`config.mk`:
```
export PLATFORM = sky130hd
export DESIGN_NAME = conv_layer_sched
export DESIGN_NICKNAME = d
export VERILOG_FILES = /design/src/rtl/conv_layer_sched.sv
export SDC_FILE = /design/constraint.sdc
export NUM_CORES = 1
export LEC_CHECK = 0
export ABC_AREA = 1
export BUFFER_PORTS_ARGS = -buffer_cell sky130_fd_sc_hd__buf_2
export CAP_MARGIN = 20
export CORE_MARGIN = 2
export CORE_UTILIZATION = 56
export DETAILED_ROUTE_END_ITERATION = 12
export PLACE_DENSITY = 0.8
export SYNTH_ARGS = -nofsm -noshare
export SYNTH_HDL_FRONTEND = slang
export SYNTH_SLANG_ARGS = --single-unit
export TNS_END_PERCENT = 50
```
`constraint.sdc`:
```
create_clock -name clk -period 3.5 [get_ports clk]
set_input_delay 0.7 -clock clk [delete_from_list [all_inputs] [get_ports clk]]
set_output_delay 0.7 -clock clk [all_outputs]
set_load 0.02 [all_outputs]
```
`src/rtl/conv_layer_sched.sv`:
```
// Per-layer sequencer for the convolution unit: bias once, then per group weights, pixel stream, drain.
// Latency: all outputs registered; min layer = 1 + groups*(1 + w*h + DRAIN_CYCLES) + 1 cycles after start.
// Backpressure: req outputs held until ack; pixel counters advance only on conv_valid_in while pix_ready.
module conv_layer_sched #(
    parameter int W_WIDTH      = 9,
    parameter int H_WIDTH      = 9,
    parameter int G_WIDTH      = 4,
    parameter int DRAIN_CYCLES = 4
) (
    input  logic               clk,
    input  logic               rstn,
    input  logic               start,
    input  logic               abort,
    input  logic [W_WIDTH-1:0] cfg_img_w,
    input  logic [H_WIDTH-1:0] cfg_img_h,
    input  logic [G_WIDTH-1:0] cfg_groups,
    input  logic [3:0]         cfg_scale,
    output logic               bias_req,
    input  logic               bias_ack,
    output logic               wgt_req,
    input  logic               wgt_ack,
    output logic               pix_ready,
    input  logic               conv_valid_in,
    output logic [2:0]         current_state,
    output logic               adder_rst,
    output logic [3:0]         scale_out,
    output logic               out_en,
    output logic [G_WIDTH-1:0] group_idx,
    output logic [H_WIDTH-1:0] row_idx,
    output logic [W_WIDTH-1:0] col_idx,
    output logic               busy,
    output logic               done
);

    localparam logic [2:0] S_IDLE      = 3'd0;
    localparam logic [2:0] S_LOAD_BIAS = 3'd1;
    localparam logic [2:0] S_LOAD_WGT  = 3'd2;
    localparam logic [2:0] S_CONV      = 3'd3;
    localparam logic [2:0] S_DRAIN     = 3'd4;
    localparam logic [2:0] S_DONE      = 3'd5;

    localparam int DW = $clog2(DRAIN_CYCLES + 1);

    logic [2:0]         state_q, state_nxt;
    logic [W_WIDTH-1:0] img_w_q, img_w_nxt, col_q, col_nxt;
    logic [H_WIDTH-1:0] img_h_q, img_h_nxt, row_q, row_nxt;
    logic [G_WIDTH-1:0] groups_q, groups_nxt, group_q, group_nxt;
    logic [3:0]         scale_q, scale_nxt;
    logic [DW-1:0]      drain_q, drain_nxt;

    logic bias_req_d, wgt_req_d, pix_ready_d, adder_rst_d, out_en_d, busy_d, done_d;
    logic beat, col_last, row_last, last_beat, drain_last, group_last;

    assign beat       = (state_q == S_CONV) && conv_valid_in;
    assign col_last   = (col_q == img_w_q - W_WIDTH'(1));
    assign row_last   = (row_q == img_h_q - H_WIDTH'(1));
    assign last_beat  = beat && col_last && row_last;
    assign drain_last = (drain_q == DW'(DRAIN_CYCLES - 1));
    assign group_last = (group_q == groups_q - G_WIDTH'(1));

    always_comb begin
        state_nxt = state_q;
        case (state_q)
            S_IDLE:      if (start)      state_nxt = S_LOAD_BIAS;
            S_LOAD_BIAS: if (bias_ack)   state_nxt = S_LOAD_WGT;
            S_LOAD_WGT:  if (wgt_ack)    state_nxt = S_CONV;
            S_CONV:      if (last_beat)  state_nxt = S_DRAIN;
            S_DRAIN:     if (drain_last) state_nxt = group_last ? S_DONE : S_LOAD_WGT;
            S_DONE:                      state_nxt = S_IDLE;
            default:                     state_nxt = S_IDLE;
        endcase
        if (abort) state_nxt = S_IDLE;
    end

    // Counters and latched geometry; zero-sized dimensions are promoted to 1 at start.
    always_comb begin
        img_w_nxt  = img_w_q;
        img_h_nxt  = img_h_q;
        groups_nxt = groups_q;
        scale_nxt  = scale_q;
        col_nxt    = col_q;
        row_nxt    = row_q;
        group_nxt  = group_q;
        drain_nxt  = '0;
        if (state_q == S_IDLE && state_nxt == S_LOAD_BIAS) begin
            img_w_nxt  = (cfg_img_w  == '0) ? W_WIDTH'(1) : cfg_img_w;
            img_h_nxt  = (cfg_img_h  == '0) ? H_WIDTH'(1) : cfg_img_h;
            groups_nxt = (cfg_groups == '0) ? G_WIDTH'(1) : cfg_groups;
            scale_nxt  = cfg_scale;
            col_nxt    = '0;
            row_nxt    = '0;
            group_nxt  = '0;
        end
        if (beat && !abort) begin
            if (col_last) begin
                col_nxt = '0;
                row_nxt = row_q + H_WIDTH'(1);
            end else begin
                col_nxt = col_q + W_WIDTH'(1);
            end
        end
        if (state_q == S_DRAIN) begin
            drain_nxt = drain_q + DW'(1);
            if (state_nxt == S_LOAD_WGT) begin
                group_nxt = group_q + G_WIDTH'(1);
                row_nxt   = '0;
                col_nxt   = '0;
            end
        end
    end

    // Outputs are decoded from the next state so they register alongside it.
    always_comb begin
        bias_req_d  = (state_nxt == S_LOAD_BIAS);
        wgt_req_d   = (state_nxt == S_LOAD_WGT);
        pix_ready_d = (state_nxt == S_CONV);
        adder_rst_d = (state_q == S_IDLE) && (state_nxt == S_LOAD_BIAS);
        out_en_d    = ((state_nxt == S_CONV) || (state_nxt == S_DRAIN)) &&
                      (group_nxt == groups_nxt - G_WIDTH'(1));
        busy_d      = (state_nxt != S_IDLE);
        done_d      = (state_nxt == S_DONE);
    end

    always_ff @(posedge clk or negedge rstn) begin
        if (!rstn) begin
            state_q   <= S_IDLE;
            img_w_q   <= '0;
            img_h_q   <= '0;
            groups_q  <= '0;
            scale_q   <= '0;
            col_q     <= '0;
            row_q     <= '0;
            group_q   <= '0;
            drain_q   <= '0;
            bias_req  <= 1'b0;
            wgt_req   <= 1'b0;
            pix_ready <= 1'b0;
            adder_rst <= 1'b0;
            out_en    <= 1'b0;
            busy      <= 1'b0;
            done      <= 1'b0;
        end else begin
            state_q   <= state_nxt;
            img_w_q   <= img_w_nxt;
            img_h_q   <= img_h_nxt;
            groups_q  <= groups_nxt;
            scale_q   <= scale_nxt;
            col_q     <= col_nxt;
            row_q     <= row_nxt;
            group_q   <= group_nxt;
            drain_q   <= drain_nxt;
            bias_req  <= bias_req_d;
            wgt_req   <= wgt_req_d;
            pix_ready <= pix_ready_d;
            adder_rst <= adder_rst_d;
            out_en    <= out_en_d;
            busy      <= busy_d;
            done      <= done_d;
        end
    end

    assign current_state = state_q;
    assign scale_out     = scale_q;
    assign group_idx     = group_q;
    assign row_idx       = row_q;
    assign col_idx       = col_q;

endmodule

```
# Word-level counts from Yosys, hierarchy flattened
# Index checks and enable logic that the tools add are counted.
# op_classes
n_addsub	8
n_eq_ne	14
reduce_logical	13
n_mux	26
# ops
cell	count
9-bit two-way mux	12
3-bit two-way mux	8
4-bit two-way mux	5
9-bit by 1-bit adder with 9-bit output (second input constant)	2
9-bit equality test	2
9-bit logical NOT	2
9-bit by 1-bit subtractor with 9-bit output (second input constant)	2
3-bit by 2-bit equality test with 1-bit output (second input constant)	5
3-bit one-hot mux with 5 select lines	1
3-bit equality test (second input constant)	3
4-bit equality test	2
4-bit by 1-bit subtractor with 4-bit output (second input constant)	2
3-bit by 1-bit equality test with 1-bit output (second input constant)	2
1-bit logical AND	6
4-bit by 1-bit adder with 4-bit output (second input constant)	1
4-bit logical NOT	1
3-bit by 1-bit adder with 3-bit output (second input constant)	1
3-bit logical NOT	1
3-bit nonzero test	1
1-bit logical NOT	1
1-bit logical OR	1
# totals
in_bits	33
ff_bits	61
out_inout_bits	36

# Depth between registers and ports, before layout
# Gate-level depths: netlist of the first run.
# logic_depth
ltp_word	14
ltp_mapped	26
depth_no_buf	26

# Worst setup path after synthesis of the first run
# No wires, ideal clock.
# synth_path
kind	reg-to-reg
startpoint	register img_w_q[0]
endpoint	register out_en
period_less_slack_ps	2605
setup_slack_ps	895
path_buffers	0
t_arrival_ps	2534
stages_incl_launch_ff	22
setup_time_ps	71
required_time_ps	3429
cell_sequence	dfrtp_1 > inv_2 > ha_1 > nand2_1 > nor2_4 > nand3_1 > nand2_1 > inv_1 > nor2_2 > nand3_4 > o21bai_4 > nand4_4 > nor2_8 > nand2_4 > nand2_1 > nand2_1 > ha_1 > nand2_1 > nand2_1 > nor2_1 > nand3_1 > nor2_1
# synth_between
elab_chain_cells	14
word_cells_on_any_way	20
classes_between	add/sub (2); eq/ne (6); mux (7); reduce/logical (5)
# synth_lines
item	line	source
start, declared	45	logic [W_WIDTH-1:0] img_w_q, img_w_nxt, col_q, col_nxt;
start signal, assigned	144	img_w_q <= img_w_nxt;
9-bit by 1-bit subtractor with 9-bit output (*)	55	assign col_last = (col_q == img_w_q - W_WIDTH'(1));
9-bit equality test (*)	55	
1-bit logical AND (*) (2 in series)	57	assign last_beat = beat && col_last && row_last;
3-bit two-way mux (*)	67	S_CONV: if (last_beat) state_nxt = S_DRAIN;
3-bit one-hot mux with 5 select lines (*)	63	case (state_q)
3-bit two-way mux (*)	72	if (abort) state_nxt = S_IDLE;
3-bit by 1-bit equality test with 1-bit output (*)	--	
net bias_req_d	51	logic bias_req_d, wgt_req_d, pix_ready_d, adder_rst_d, out_en_d, busy_d, done_d;
1-bit logical AND (*)	85	if (state_q == S_IDLE && state_nxt == S_LOAD_BIAS) begin
parallel branches: the longest is 3 deep, another holds 4-bit by 1-bit subtractor with 4-bit output	--	
4-bit equality test (*)	119	(group_nxt == groups_nxt - G_WIDTH'(1));
1-bit logical AND (*)	118	out_en_d = ((state_nxt == S_CONV) || (state_nxt == S_DRAIN)) &&
net out_en_d	51	
end signal, assigned	156	out_en <= out_en_d;
end, declared	27	output logic out_en,
# Mark *: on every way through the listed nets, which the timed path passes.
# A chain may end at the register's enable or synchronous reset.

# Final worst setup path of the first run
# layout_path
startpoint	register img_w_q[0]
endpoint	register out_en
# layout_between
word_cells_on_any_way	20
classes_between	add/sub (2); eq/ne (6); mux (7); reduce/logical (5)
# layout_lines
item	line	source
9-bit by 1-bit subtractor with 9-bit output	55	
9-bit equality test	55	
1-bit logical AND (2 in series)	57	
3-bit two-way mux	67	
3-bit one-hot mux with 5 select lines	63	
3-bit two-way mux	72	
net state_nxt[2]	44	logic [2:0] state_q, state_nxt;
3-bit by 1-bit equality test with 1-bit output	--	
net bias_req_d	51	
1-bit logical AND	85	
4-bit two-way mux	85	
net groups_nxt[3]	47	logic [G_WIDTH-1:0] groups_q, groups_nxt, group_q, group_nxt;
4-bit by 1-bit subtractor with 4-bit output	119	
4-bit equality test	119	
1-bit logical AND	118	
net out_en_d	51	
# The timed path passes the listed nets, and every way through them passes these cells.

==> results_dict.tcl, run 1 <==
set metrics [dict create \
    status "finished clean" \
    period_needed_ns 3.09 \
    drive_gt1_share_pct 21.7 \
    cts.clk_slew.worst_paths_ns 0.07 \
    cts.repair.resized 0 \
    r2r_end "out_en" \
    reg2reg_depth 25 \
    min_path_type "reg -> reg" \
    routed_wl_um 8860 \
    syn_area_per_cell_um2 7.44 \
    critPathRequiredTime_ns 3.77 \
    place_congestion 0.964 \
    cp-startpoint "img_w_q[0]" \
    cts.htree.levels 3 \
    synth_enable_flop_cells 0 \
    ctsLongestPathBuffers 2 \
    synth_common_cells "nand2_1, inv_1, dfrtp_1, nand3_1, nor2_1" \
    peakVddDrop_mv 0.392 \
    p_sw_share_pct 40.9 \
    seq_area_frac_synth_pct 40.1 \
    cts_buffers 9 \
    synth.most_common_cell "nand2_1" \
    grt_pass1_vias 3325 \
    cts_num_sinks 61 \
    yosys-mux-area-fraction_pct 0 \
    antenna_cells 0 \
    r2r_slack_ns 0.41 \
    hold_viol 0 \
    cts_setup_buffers 0 \
    period_share_pct 88.4 \
    pwr-share-comb_pct 40.7 \
    coreArea_um2 6680 \
    worst-path-max-fanout 27 \
    multi_input_area_um2 1910 \
    fp.dieW_um 86.4 \
    power.switching_uw 1160 \
    seq_area_um2 1530 \
    drv_cap 0 \
    rows 30 \
    synth-seq-cells 61 \
    p_leak_uw 0.00239 \
    grt_pass1_wl_um 15000 \
    synth.distinct_cells 36 \
    synth_top_family_by_area "simple AND/OR/NAND/NOR gates" \
    fillers 567 \
    max_freq_mhz 323 \
    path_class "reg -> reg" \
    pin_count 69 \
    initial_core_util_pct 56.9 \
    rsz0062_at_grt "false" \
    dp_hpwl_um 6670 \
    start_kind "register" \
    clkLatencyLatePin_ns 0.34 \
    r2r_start "img_w_q[0]" \
    grt_max_degree 62 \
    fin_skew_ns 0.0114 \
    min_from "drain_q[0]" \
    numPortBuffers 68 \
    synth-main-ff-cell "dfrtp_1" \
    synth_fa_ha_area_share_pct 2.96 \
    wl_per_cell_um 13.2 \
    clockPowerShare_pct 23.4 \
    drv_slew 0 \
    relSlewSlack_pct 49.1 \
    power_uw 2830 \
    holdBufCountCts 0 \
    p_seq_share_pct 35.9 \
    power.density_nw_per_um2 638 \
    ys_warn_count 0 \
    tns_ns 0 \
    async_flop_share_pct 100 \
    netlist_area_um2 3800 \
    vias 3537 \
    avgViaCountPerCell 5.27 \
    holdPathStages 1 \
    setup_violations 0 \
    endpoint_kind "register" \
    drtIter0Drc 236 \
    drt_first_pass_iters 5 \
    internal_power_uw 1670 \
    drc 0 \
    antenna_found_initial 0 \
    synth-compound-area-share_pct 8.62 \
    die_h_um 86.4 \
    syn_inst 511 \
    ant_nets 0 \
    synth.net_count 553 \
    synth_xor_xnor_area_share_pct 6.45 \
    area_growth_pct 16.7 \
    arrival_ns 3.36 \
    grt_usage_pct 25.3 \
    fin_nets 628 \
    cts-root-buf "clkbuf_8" \
    worstMarginPinSlew_ns 0.764 \
    utilization_pct 66.4 \
    grt-ovfl-total 0 \
    yosysTopAreaCell "dfrtp_1" \
    synth_simple_gate_area_share_pct 32.2 \
    whs_endpoint "drain_q[0]" \
    synth.top_cell.area_share_pct 40.1 \
    synthTopCellsByArea "dfrtp_1, nand2_1, inv_1" \
    cts_tree "done" \
    dieArea_um2 7470 \
]
layer usage:
| metal | track usage [%] | part of all wire, % | vias up |
|---|---|---|---|
| met5 | 0 | 0 | - |
| met1 | 34.0 | 44 | 1642 |
| li1 | - | - | 1762 |
| met3 | 5.33 | 5.9 | 15 |
| met2 | 41.4 | 48 | 118 |
| met4 | 7.53 | 1.6 | 0 |
how the worst max path moves through the flow:
stage | to | slack, ns | cells past startpoint
after floorplan | out_en | 0.90 | 21
after global placement | out_en | 0.59 | 25
after detailed placement | out_en | 0.47 | 25
after CTS | out_en | 0.43 | 25
after global routing | out_en | 0.05 | 25
final | out_en | 0.41 | 25
power groups by stage:
stage | Clock, uW | Combinational [uW] | Sequential [uW]
finish | 662 | 1150 | 1020
detailed placement | 0 | 1140 | 1030
global route | 702 | 1310 | 1040
floorplan | 0 | 865 | 1040
global placement | 0 | 1100 | 1020
CTS | 669 | 1150 | 1020
cells in the final DEF, fill, tap and decap left out, types with 12 or more instances in the layout:
cell,instances
xnor2_1,13
inv_2,20
o21ai_0,29
nand3_1,43
nand2_1,140
inv_1,67
clkbuf_8,12
buf_2,68
dfrtp_1,61
nor2_1,41
xor2_1,15
through the flow:
| stage | setup WS [ns] | hold slack, ns | instance area [um2] | cells |
|---|---|---|---|---|
| after global placement | 0.588 | 0.419 | 4230 | 655 |
| after detailed placement | 0.475 | 0.436 | 4230 | 655 |
| after CTS | 0.430 | 0.446 | 4440 | 671 |
| final | 0.407 | 0.442 | 4440 | 671 |
| after floorplan | 0.895 | 0.404 | 3800 | 511 |
| after global routing | 0.0494 | 0.469 | 4440 | 671 |
critical path, cell delays in order (launching register included):
cell	delay, ns
dfrtp_1	0.40
inv_2	0.08
ha_1	0.23
nand2_1	0.11
nor2_4	0.14
nand2_1	0.07
nand2_1	0.08
nand2_1	0.05
nand2_1	0.05
nand2_1	0.05
inv_2	0.06
nand3_4	0.09
nor2_1	0.14
nor2_2	0.07
nor2_4	0.17
nor2_8	0.08
nand2_4	0.16
buf_4	0.31
nand2_1	0.08
nand2_1	0.12
nand3_1	0.11
nand2_1	0.09
nand2_1	0.05
nand2_1	0.06
inv_1	0.05
nor2_1	0.09
registers in the layout (all words and copies together) (netlist names):
signal,flops
drain_q,3
group_idx,4
out_en,1
groups_q,4
scale_out,4
done,1
pix_ready,1
current_state,3
col_idx,9
row_idx,9
adder_rst,1
wgt_req,1
bias_req,1
img_h_q,9
busy,1
img_w_q,9
kinds of logic (layout without fill, tap and decap cells):
family                     after synthesis  in the layout
AOI/OAI and AO/OA                       56             56
xor gates and xnor gates                28             28
and+or+nand+nor                        262            262
adders and majority gates                9              9
DFF                                     61             61
buffers and inverters                   95            175
layout make-up:
cell class                      instances  area share (%)
Inverter                               89            7.53
Timing Repair Buffer                   70            8.00
Clock inverter                          3           0.958
Tap cell                               80            2.25
Sequential cell                        61            34.4
Clock buffer                           13            3.80
Multi-Input combinational cell        355            43.1
(Power assumes the default switching activity.)
==> inputs of run 2 (changes only) <==
--- a/config.mk
+++ b/config.mk
@@ -9,9 +9,8 @@
 export BUFFER_PORTS_ARGS = -buffer_cell sky130_fd_sc_hd__buf_2
 export CAP_MARGIN = 20
 export CORE_MARGIN = 2
-export CORE_UTILIZATION = 56
+export CORE_UTILIZATION = 38
 export DETAILED_ROUTE_END_ITERATION = 12
-export PLACE_DENSITY = 0.8
 export SYNTH_ARGS = -nofsm -noshare
 export SYNTH_HDL_FRONTEND = slang
 export SYNTH_SLANG_ARGS = --single-unit
==> results_dict.tcl, run 2 (synthesis gave the netlist of run 1 again) <==
set metrics [dict create \
    period_needed_ns 2.93 \
    power_uw 2880 \
    critPathRequiredTime_ns 3.77 \
    drc 0 \
    start_kind "register" \
    routed_wl_um 9230 \
    drv_cap 0 \
    dieArea_um2 10800 \
    clkLatencyLatePin_ns 0.35 \
    dp_cells 709 \
    initial_core_util_pct 39.1 \
    ant_nets 0 \
    final_common_cell "nand2_1" \
    avgViaCountPerCell 4.71 \
    cts_tree "done" \
    hold_viol 0 \
    peakVddDrop_mv 0.310 \
    final_cell_mix "nand2_1, buf_2, inv_1" \
    period_share_pct 83.7 \
    relSlewSlack_pct 46.5 \
    drtIter0Drc 151 \
    min_path_type "reg -> reg" \
    power.density_nw_per_um2 636 \
    grt-ovfl-total 0 \
    fillers 995 \
    cts.clk_slew.worst_paths_ns 0.07 \
    worst-path-max-fanout 10 \
    vias 3415 \
    die_h_um 104 \
    grt_pass1_wl_um 15500 \
    wl_per_cell_um 12.7 \
    holdBufCountCts 0 \
    grt_max_degree 62 \
    area_growth_pct 19.0 \
    cts_num_sinks 61 \
    fp.dieW_um 104 \
    dp_hpwl_um 6950 \
    max_freq_mhz 341 \
    drt_first_pass_iters 4 \
    grt_pass1_vias 3264 \
    drv_slew 0 \
    coreArea_um2 9730 \
    path_class "reg -> reg" \
    pin_count 69 \
    hold_ws_ns 0.435 \
    drive_gt1_share_pct 22.0 \
    tns_ns 0 \
    cts_setup_buffers 0 \
    pre_cts_ws_ns 0.546 \
    place_congestion 0.862 \
    numPortBuffers 68 \
    ctsLongestPathBuffers 2 \
    setup_slack_ns 0.570 \
    cts.htree.levels 3 \
    endpoint_kind "register" \
    cts-root-buf "clkbuf_8" \
    cts_buffers 9 \
    antenna_cells 0 \
    rows 36 \
    fin_skew_ns 0.00841 \
    antenna_found_initial 0 \
    arrival_ns 3.20 \
    setup_violations 0 \
    worstMarginPinSlew_ns 0.803 \
    rsz0062_at_grt "false" \
    status "finished clean" \
    fin_nets 629 \
    grt_usage_pct 18.0 \
    cts.repair.resized 0 \
    final_cells 725 \
    p_leak_uw 0.00241 \
]
-- run 2: final timing paths --
| check | from | endpoint | slack [ns] | depth (start not counted) |
|---|---|---|---|---|
| setup / recovery | img_w_q[0] | out_en | 0.57 | 21 |
| hold / removal | drain_q[0] | drain_q[0] | 0.43 | 1 |
| setup reg to reg | img_w_q[0] | out_en | 0.57 | 21 |
| hold reg to reg | drain_q[0] | drain_q[0] | 0.43 | 1 |
| max in group asynchronous | rstn | row_idx[0] | 2.45 | 2 |
| min in group asynchronous | rstn | scale_out[0] | 0.52 | 2 |
-- run 2: power breakdown --
part	internal (uW)	total (uW)	leakage, uW	switching (uW)
Clock	419	713	0.000112	294
Combinational	429	1140	0.00149	715
Sequential	860	1020	0.000804	162
Total	1710	2880	0.00241	1170
-- run 2: critical path, cell delays in order (launching register included) --
cell,delay (ns)
dfrtp_1,0.40
inv_2,0.07
ha_1,0.23
nand2_1,0.11
nor2_4,0.14
nand3_1,0.09
nand2_1,0.07
inv_1,0.04
nor2_2,0.12
nand3_4,0.12
o21bai_4,0.19
nand4_4,0.14
nor2_8,0.17
nand2_4,0.11
nand2_1,0.09
nand2_1,0.08
ha_1,0.33
nand2_1,0.08
nand2_1,0.04
nor2_1,0.08
nand3_1,0.07
nor2_1,0.08
-- run 2: through the flow --
step	util, %	instance area (um2)
floorplan	-	3800
global placement	44.2	4300
detailed placement	44.2	4300
CTS	46.5	4530
global route	46.5	4530
finish	46.5	4530
-- run 2: per-layer routing --
metal / share of wire [%] / global-route usage, % / vias to the layer above
met5: 0 / 0 / -
met2: 46 / 29.5 / 69
li1: - / - / 1766
met3: 4.4 / 3.95 / 10
met4: 1.5 / 6.27 / 0
met1: 48 / 23.4 / 1570
-- run 2: layout make-up --
type | count | area, um2 | share of cell area (%)
Clock buffer | 10 | 138 | 3.04
Clock inverter | 6 | 86.3 | 1.91
Inverter | 89 | 334 | 7.38
Multi-Input combinational cell | 355 | 1910 | 42.2
Sequential cell | 61 | 1530 | 33.7
Tap cell | 133 | 166 | 3.68
Timing Repair Buffer | 71 | 363 | 8.02
